===== src/rtl/adc_peak_cache.sv =====
// adc_peak_cache: per-channel windowed peak tracker for four 10-bit ADC streams, with a cached last-window peak and a selected-channel readout.
// Latency: the cache updates on the edge of the window-closing sample; Max_Value, Max_Valid and Sel_Error are registered 1 clk after a Channel_sel or cache change.
// Backpressure: none. Samples are always accepted, Hold only defers cache writes, and Clear discards everything. Optional build macro ADC_PEAK_ABS_EN selects magnitude-about-midscale peaks.
module adc_peak_cache #(
    parameter int WINDOW_LEN = 256,
    parameter int CNT_W      = 16
) (
    input  logic       clk,
    input  logic       reset_b,
    input  logic [9:0] Ch1_Data,
    input  logic [9:0] Ch2_Data,
    input  logic [9:0] Ch3_Data,
    input  logic [9:0] Ch4_Data,
    input  logic       Ch1_Ready,
    input  logic       Ch2_Ready,
    input  logic       Ch3_Ready,
    input  logic       Ch4_Ready,
    input  logic       Clear,
    input  logic       Hold,
    input  logic [2:0] Channel_sel,
    output logic [9:0] Max_Value,
    output logic       Max_Valid,
    output logic       Sel_Error,
    output logic [3:0] Window_Done
);

    // Counter value of the sample that closes a window.
    localparam logic [CNT_W-1:0] LAST_IDX = CNT_W'(WINDOW_LEN - 1);

    // Gather the four channels into arrays so one generate body serves all of them.
    logic [9:0] data  [4];
    logic [3:0] ready;

    assign data[0] = Ch1_Data;
    assign data[1] = Ch2_Data;
    assign data[2] = Ch3_Data;
    assign data[3] = Ch4_Data;
    assign ready   = {Ch4_Ready, Ch3_Ready, Ch2_Ready, Ch1_Ready};

    // Per-channel results seen by the shared output stage.
    logic [9:0] cache [4];
    logic       valid [4];
    logic       done  [4];

    for (genvar g = 0; g < 4; g++) begin : g_ch
        logic [CNT_W-1:0] cnt;
        logic [9:0]       run_pk;
        logic [9:0]       pend_pk;
        logic             pend_flag;
        logic [9:0]       smp;
        logic [9:0]       win_pk;
        logic             close;

        // Map the raw word to the value being peaked: magnitude about midscale or raw code.
        always_comb begin
`ifdef ADC_PEAK_ABS_EN
            smp = (data[g] >= 10'd512) ? (data[g] - 10'd512) : (10'd512 - data[g]);
`else
            smp = data[g];
`endif
        end

        // The boundary sample is folded into the closing window's peak.
        assign close  = ready[g] && (cnt == LAST_IDX);
        assign win_pk = (smp > run_pk) ? smp : run_pk;

        // Window counter and running peak; Hold never stalls these.
        always_ff @(posedge clk or negedge reset_b) begin
            if (!reset_b) begin
                cnt    <= '0;
                run_pk <= '0;
            end else if (Clear) begin
                cnt    <= '0;
                run_pk <= '0;
            end else if (ready[g]) begin
                if (close) begin
                    cnt    <= '0;
                    run_pk <= '0;
                end else begin
                    cnt    <= cnt + CNT_W'(1);
                    run_pk <= win_pk;
                end
            end
        end

        // Cache write, deferred through the pending slot while Hold is high; a fresh window beats a stale pending one.
        always_ff @(posedge clk or negedge reset_b) begin
            if (!reset_b) begin
                cache[g]  <= '0;
                valid[g]  <= 1'b0;
                done[g]   <= 1'b0;
                pend_pk   <= '0;
                pend_flag <= 1'b0;
            end else if (Clear) begin
                cache[g]  <= '0;
                valid[g]  <= 1'b0;
                done[g]   <= 1'b0;
                pend_pk   <= '0;
                pend_flag <= 1'b0;
            end else begin
                done[g] <= 1'b0;
                if (close) begin
                    if (Hold) begin
                        pend_pk   <= win_pk;
                        pend_flag <= 1'b1;
                    end else begin
                        cache[g]  <= win_pk;
                        valid[g]  <= 1'b1;
                        done[g]   <= 1'b1;
                        pend_flag <= 1'b0;
                    end
                end else if (!Hold && pend_flag) begin
                    cache[g]  <= pend_pk;
                    valid[g]  <= 1'b1;
                    done[g]   <= 1'b1;
                    pend_flag <= 1'b0;
                end
            end
        end
    end

    assign Window_Done = {done[3], done[2], done[1], done[0]};

    // Registered readout of the selected channel; codes 4..7 report a select error.
    always_ff @(posedge clk or negedge reset_b) begin
        if (!reset_b) begin
            Max_Value <= '0;
            Max_Valid <= 1'b0;
            Sel_Error <= 1'b0;
        end else if (Channel_sel[2]) begin
            Max_Value <= '0;
            Max_Valid <= 1'b0;
            Sel_Error <= 1'b1;
        end else begin
            Max_Value <= cache[Channel_sel[1:0]];
            Max_Valid <= valid[Channel_sel[1:0]];
            Sel_Error <= 1'b0;
        end
    end

endmodule


===== config.mk =====
export PLATFORM = sky130hd
export DESIGN_NAME = adc_peak_cache
export DESIGN_NICKNAME = d
export VERILOG_FILES = /design/src/rtl/adc_peak_cache.sv
export SDC_FILE = /design/constraint.sdc
export NUM_CORES = 1
export LEC_CHECK = 0
export ABC_AREA = 1
export CAP_MARGIN = 20
export CORE_ASPECT_RATIO = 1.5
export CORE_MARGIN = 4
export CORE_UTILIZATION = 65
export CTS_CLUSTER_DIAMETER = 200
export CTS_CLUSTER_SIZE = 8
export DETAILED_ROUTE_END_ITERATION = 10
export PLACE_DENSITY = 0.86
export SYNTH_ARGS = -nofsm -noshare
export SYNTH_HDL_FRONTEND = slang
export SYNTH_SLANG_ARGS = --single-unit
export TNS_END_PERCENT = 5

===== constraint.sdc =====
create_clock -name clk -period 3.44 [get_ports clk]
set_clock_uncertainty 0.1 [all_clocks]
set_input_delay 0.688 -clock clk [delete_from_list [all_inputs] [get_ports clk]]
set_output_delay 0.688 -clock clk [all_outputs]
set_load 0.05 [all_outputs]

-- Yosys cells after proc, flatten, opt, wreduce, memory -nomap -nowiden
Index checks and enable logic that the tools add are counted.
- logic and storage cells: 183
- register bits: 208
- output and inout port bits: 16
- input bits: 51
- reductions and logical operators: 30
- mux-type cells: 104
- bitwise gates (word level): 1
- order comparisons: 5
- equal/unequal tests: 8
- add/subtract/negate cells: 4
- operators by type and width (cell ; number):
    two-way mux 10 bit ; 47
    two-way mux 16 bit ; 12
    adder 16 x 1 -> 16 bit, second input constant ; 4
    equality test 16 x 8 -> 1 bit, second input constant ; 4
    two-way mux 1 bit ; 43
    > comparator 10 bit ; 4
    binary-select mux 10 bit (select 2 bit) ; 1
    nonzero test 2 bit ; 9
    AND reduction 2 bit ; 8
    inequality test 3 bit, second input constant ; 4
    nonzero test 3 bit ; 4
    logical AND 1 bit ; 8
    >= comparator 3 bit, second input constant ; 1
    inverter 2 -> 3 bit ; 1
    binary-select mux 1 bit (select 2 bit) ; 1
    logical NOT 1 bit ; 1

-- Logic depth before layout (Yosys ltp)
- word-level depth: 5
- mapped depth: 13
- gate-level depth less buffers: 13

-- Worst setup path before layout
OpenSTA, ideal clock, no wires.
- kind: input to register
- start: input Ch2_Data[9]
- end: register g_ch[1].run_pk[1]
- path buffers: 0
- setup slack: 1.421 ns
- arrival: 1.788 ns
- stages: 10
- library setup time: 0.131 ns
- data required time: 3.209 ns
- path through: ha_1 > nand2_1 > nor2_1 > nand3_1 > nand3_1 > nand2_1 > nand2_1 > nand2_1 > nand3_1 > o21ai_0
- cells in the longest elaborated chain, start to end: 5
- ends and longest elaborated chain (item ; line ; text):
    start: declaration ; 11 ; input logic [9:0] Ch2_Data,
    > comparator 10 bit ; 65 ; assign win_pk = (smp > run_pk) ? smp : run_pk;
    two-way mux 10 bit ; 65 ;
    two-way mux 10 bit ; 76 ; if (close) begin
    two-way mux 10 bit ; 75 ; end else if (ready[g]) begin
    two-way mux 10 bit ; 72 ; end else if (Clear) begin
    end signal: assignment ; 81 ; run_pk <= win_pk;
    end: declaration ; 47 ; logic [9:0] run_pk;
Every way passes these cells. The select of a mux whose other input is x is not followed.
A chain may end at the register's enable or synchronous reset.

-- Worst setup path after layout
- start: register Max_Value[4]
- end: output Max_Value[4]
- RTL lines (item ; line ; text):
    start: declaration ; 21 ; output logic [9:0] Max_Value,
    start signal: assignment ; 135 ; Max_Value <= cache[Channel_sel[1:0]];
No word-level cell between the ends.

==> out/qor.csv <==
stage,metric,value,unit
status,status,completed,
job,drv_cap,0,
logic_synthesis,yosysSeqAreaShare,45.1,%
placed_design,place_area,12300,um2
clock_network,cts_root_buffer,clkbuf_16,
logic_synthesis,synth_ff_type,dfrtp_1,
layout,finish.utilization,74.9,%
setup_path,crit_chain,clkdlybuf4s50_1,
setup_path,required,2.65,ns
timing,max_freq,0.410,GHz
global_routing,grt_start_max_net_pins,80,
logic_synthesis,yosys.area.top_type,dfrtp_1,
route,wl_per_cell,15.3,um
setup_path,cp-start-kind,flip-flop,
setup_path,crit_path_end_kind,output pin,
route,viasPerCell,5.71,
layout,area.growth.synth_to_final,13.1,%
route,wl_met3,1370,um
global_routing,grt_usage,28.3,%
placed_design,dp_slack,0.565,ns
floorplan,initial_core_util,66.2,%
route,drt-met1-wl,10900,um
route,met2WireLength,14200,um
setup_path,cp_slowest_cell,clkdlybuf4s50_1,
clock_network,post_cts_resize_count,0,
logic_synthesis,synth_most_common_cell,nand2_1,
placed_design,dp.cells,1769,
timing,period_needed,2.44,ns
setup_path,arrival,1.65,ns
timing,tightest_slew,0.657,ns
timing,tns,0,ns
global_routing,gr-total-overflow,0,
logic_synthesis,ys_types,47,
setup_path,slowest_delay,0.80,ns
route,routed_wirelength,27500,um
floorplan,die_w,117,um
logic_synthesis,ys.warnings.count,0,
floorplan,io_pins,67,
route,drc_errors,0,
logic_synthesis,synth_area_leaders,"dfrtp_1 45%, nand2_1 14%, nand3_1 7.9%",
global_routing,grt_antenna_before_repair,0,
logic_synthesis,synth_area,11500,um2
logic_synthesis,synth_top_area_share,45.1,%
setup_path,path_buf_inv,1,
clock_network,path_clk_slew,0.05,ns
timing,slew_headroom,56.2,%
global_routing,grt_pass1_wl,46400,um
route,num_vias,10300,
logic_synthesis,ys_ff_latch,208,
power_and_ir_drop,powerDensity,446,nW/um2
placed_design,io_buffers,66,
layout,final_cells,1798,
clock_network,cts.htree.levels,1,
clock_network,post_cts_buffers,0,
layout,fillers,1312,
power_and_ir_drop,peakVddDrop,388,uV
power_and_ir_drop,p_leak,6.43,nW
clock_network,cts_tree,built,
route,ant_nets,0,
setup_path,crit_path_max_fanout,1,
clock_network,hold_buffers,0,
floorplan,die_height,171,um
setup_path,worstSetupPathType,flip-flop to output pin,
layout,layout-drive-gt1-share,7.38,%
floorplan,core-area,17400,um2
placed_design,gp_congestion,0.933,
logic_synthesis,synth_commonest_cells,"432 x nand2_1, 208 x dfrtp_1, 199 x nor2_1",
layout,antenna_cells,0,
floorplan,die_area,20000,um2
placed_design,dp_hpwl,19600,um
route,drt_pass1_iterations,5,
layout,final_nets,1682,
timing,fin_crit_sh,70.9,%
clock_network,cts_buffers,29,
floorplan,std_cell_rows,59,
route,dr.first_iter.drc_count,781,
logic_synthesis,avgSynthCellArea,7.58,um2
timing,setup_ws,1.00,ns
route,top_layer,met4,
clock_network,cts_buffer_depth,3,
setup_path,crit_family,buffers and inverters,
timing,setup_viol,0,
logic_synthesis,syn_inst,1521,
timing,maxSlewViolCount,0,
timing,hold_viol_final,0,
clock_network,clock-sinks,208,
timing,rsz0062_at_grt,no,
logic_synthesis,synth_nets,1616,
hold_path,hp-class,input pin to asynchronous set/reset pin,
global_routing,grt_pass1_vias,10300,
logic_synthesis,postSynth.asyncResetShare,100,%
logic_synthesis,synth_edf_count,0,
clock_network,worst_skew_pair.late_latency,0.53,ns
layout,fin_area,13100,um2
where the power goes:
part / switching [W] / internal (W)
clock network: 0.000953 / 0.00146
logic: 0.000513 / 0.000271
registers: 0.0000679 / 0.00256
metrics by stage:
stage / hold WS (ns) / total power, W
final: 0.0878 / 0.00582
after floorplan: 0.292 / 0.00316
after detailed placement: 0.365 / 0.00343
after CTS: 0.117 / 0.00584
after global placement: 0.358 / 0.00341
after global routing: 0.143 / 0.00605
cells in the final DEF (no fill, tap or decap), drive strengths merged, types with 3 or more instances in the layout:
master,synthesis,layout
o22ai,3,3
inv,141,141
clkbuf,17,30
nand4,19,19
o21ai,73,73
nand2,451,451
buf,34,20
a211oi,3,3
nor2,221,221
nor3,27,27
a21oi,53,53
a31oi,3,3
xor2,21,21
ha,44,44
clkdlybuf4s50,0,65
nand3,183,183
dfrtp,208,208
worst paths after layout:
kind / startpoint / end / slack (ns) / cells past startpoint
worst max-delay path: Max_Value[4] / Max_Value[4] / 1.00 / 1
worst min-delay path: reset_b / g_ch[3].run_pk[7] / 0.09 / 1
worst max register to register: g_ch[0].cnt[0] / g_ch[0].pend_pk[9] / 1.12 / 10
worst min register to register: cache[1] / cache[1] / 0.38 / 2
max in group asynchronous: reset_b / cache[26] / 2.29 / 2
min in group clk: cache[1] / cache[1] / 0.38 / 2
kinds of logic after synthesis:
family          share of synthesized area (%)
fa+ha+maj                                4.77
compound gates                           6.58
buf+inv                                  7.39
mux                                     0.174
xor+xnor                                 1.67
flops                                    45.1
simple gates                             34.3
cell type report:
cell class / instances / area [um2] / area share [%]
clock buffer: 29 / 726 / 5.56
inverter: 142 / 543 / 4.16
timing repair buffer: 86 / 827 / 6.34
multi-input combinational: 1120 / 5490 / 42.0
sequential: 208 / 5200 / 39.9
tap: 213 / 267 / 2.04
registers in the layout, indices dropped and copies added, names as in the netlist:
name            count
valid               4
cache              40
g_ch.pend_flag      4
Window_Done         4
Max_Value          10
g_ch.run_pk        40
Sel_Error           1
g_ch.pend_pk       40
g_ch.cnt           64
Max_Valid           1
per-layer routing:
layer / global-route usage, % / vias to the layer above
li1: - / 5013
met1: 34.6 / 4811
met2: 50.7 / 358
met3: 2.69 / 93
met4: 11.6 / 0
met5: 0 / -
No activity file was read; power rests on OpenSTA's default activity.
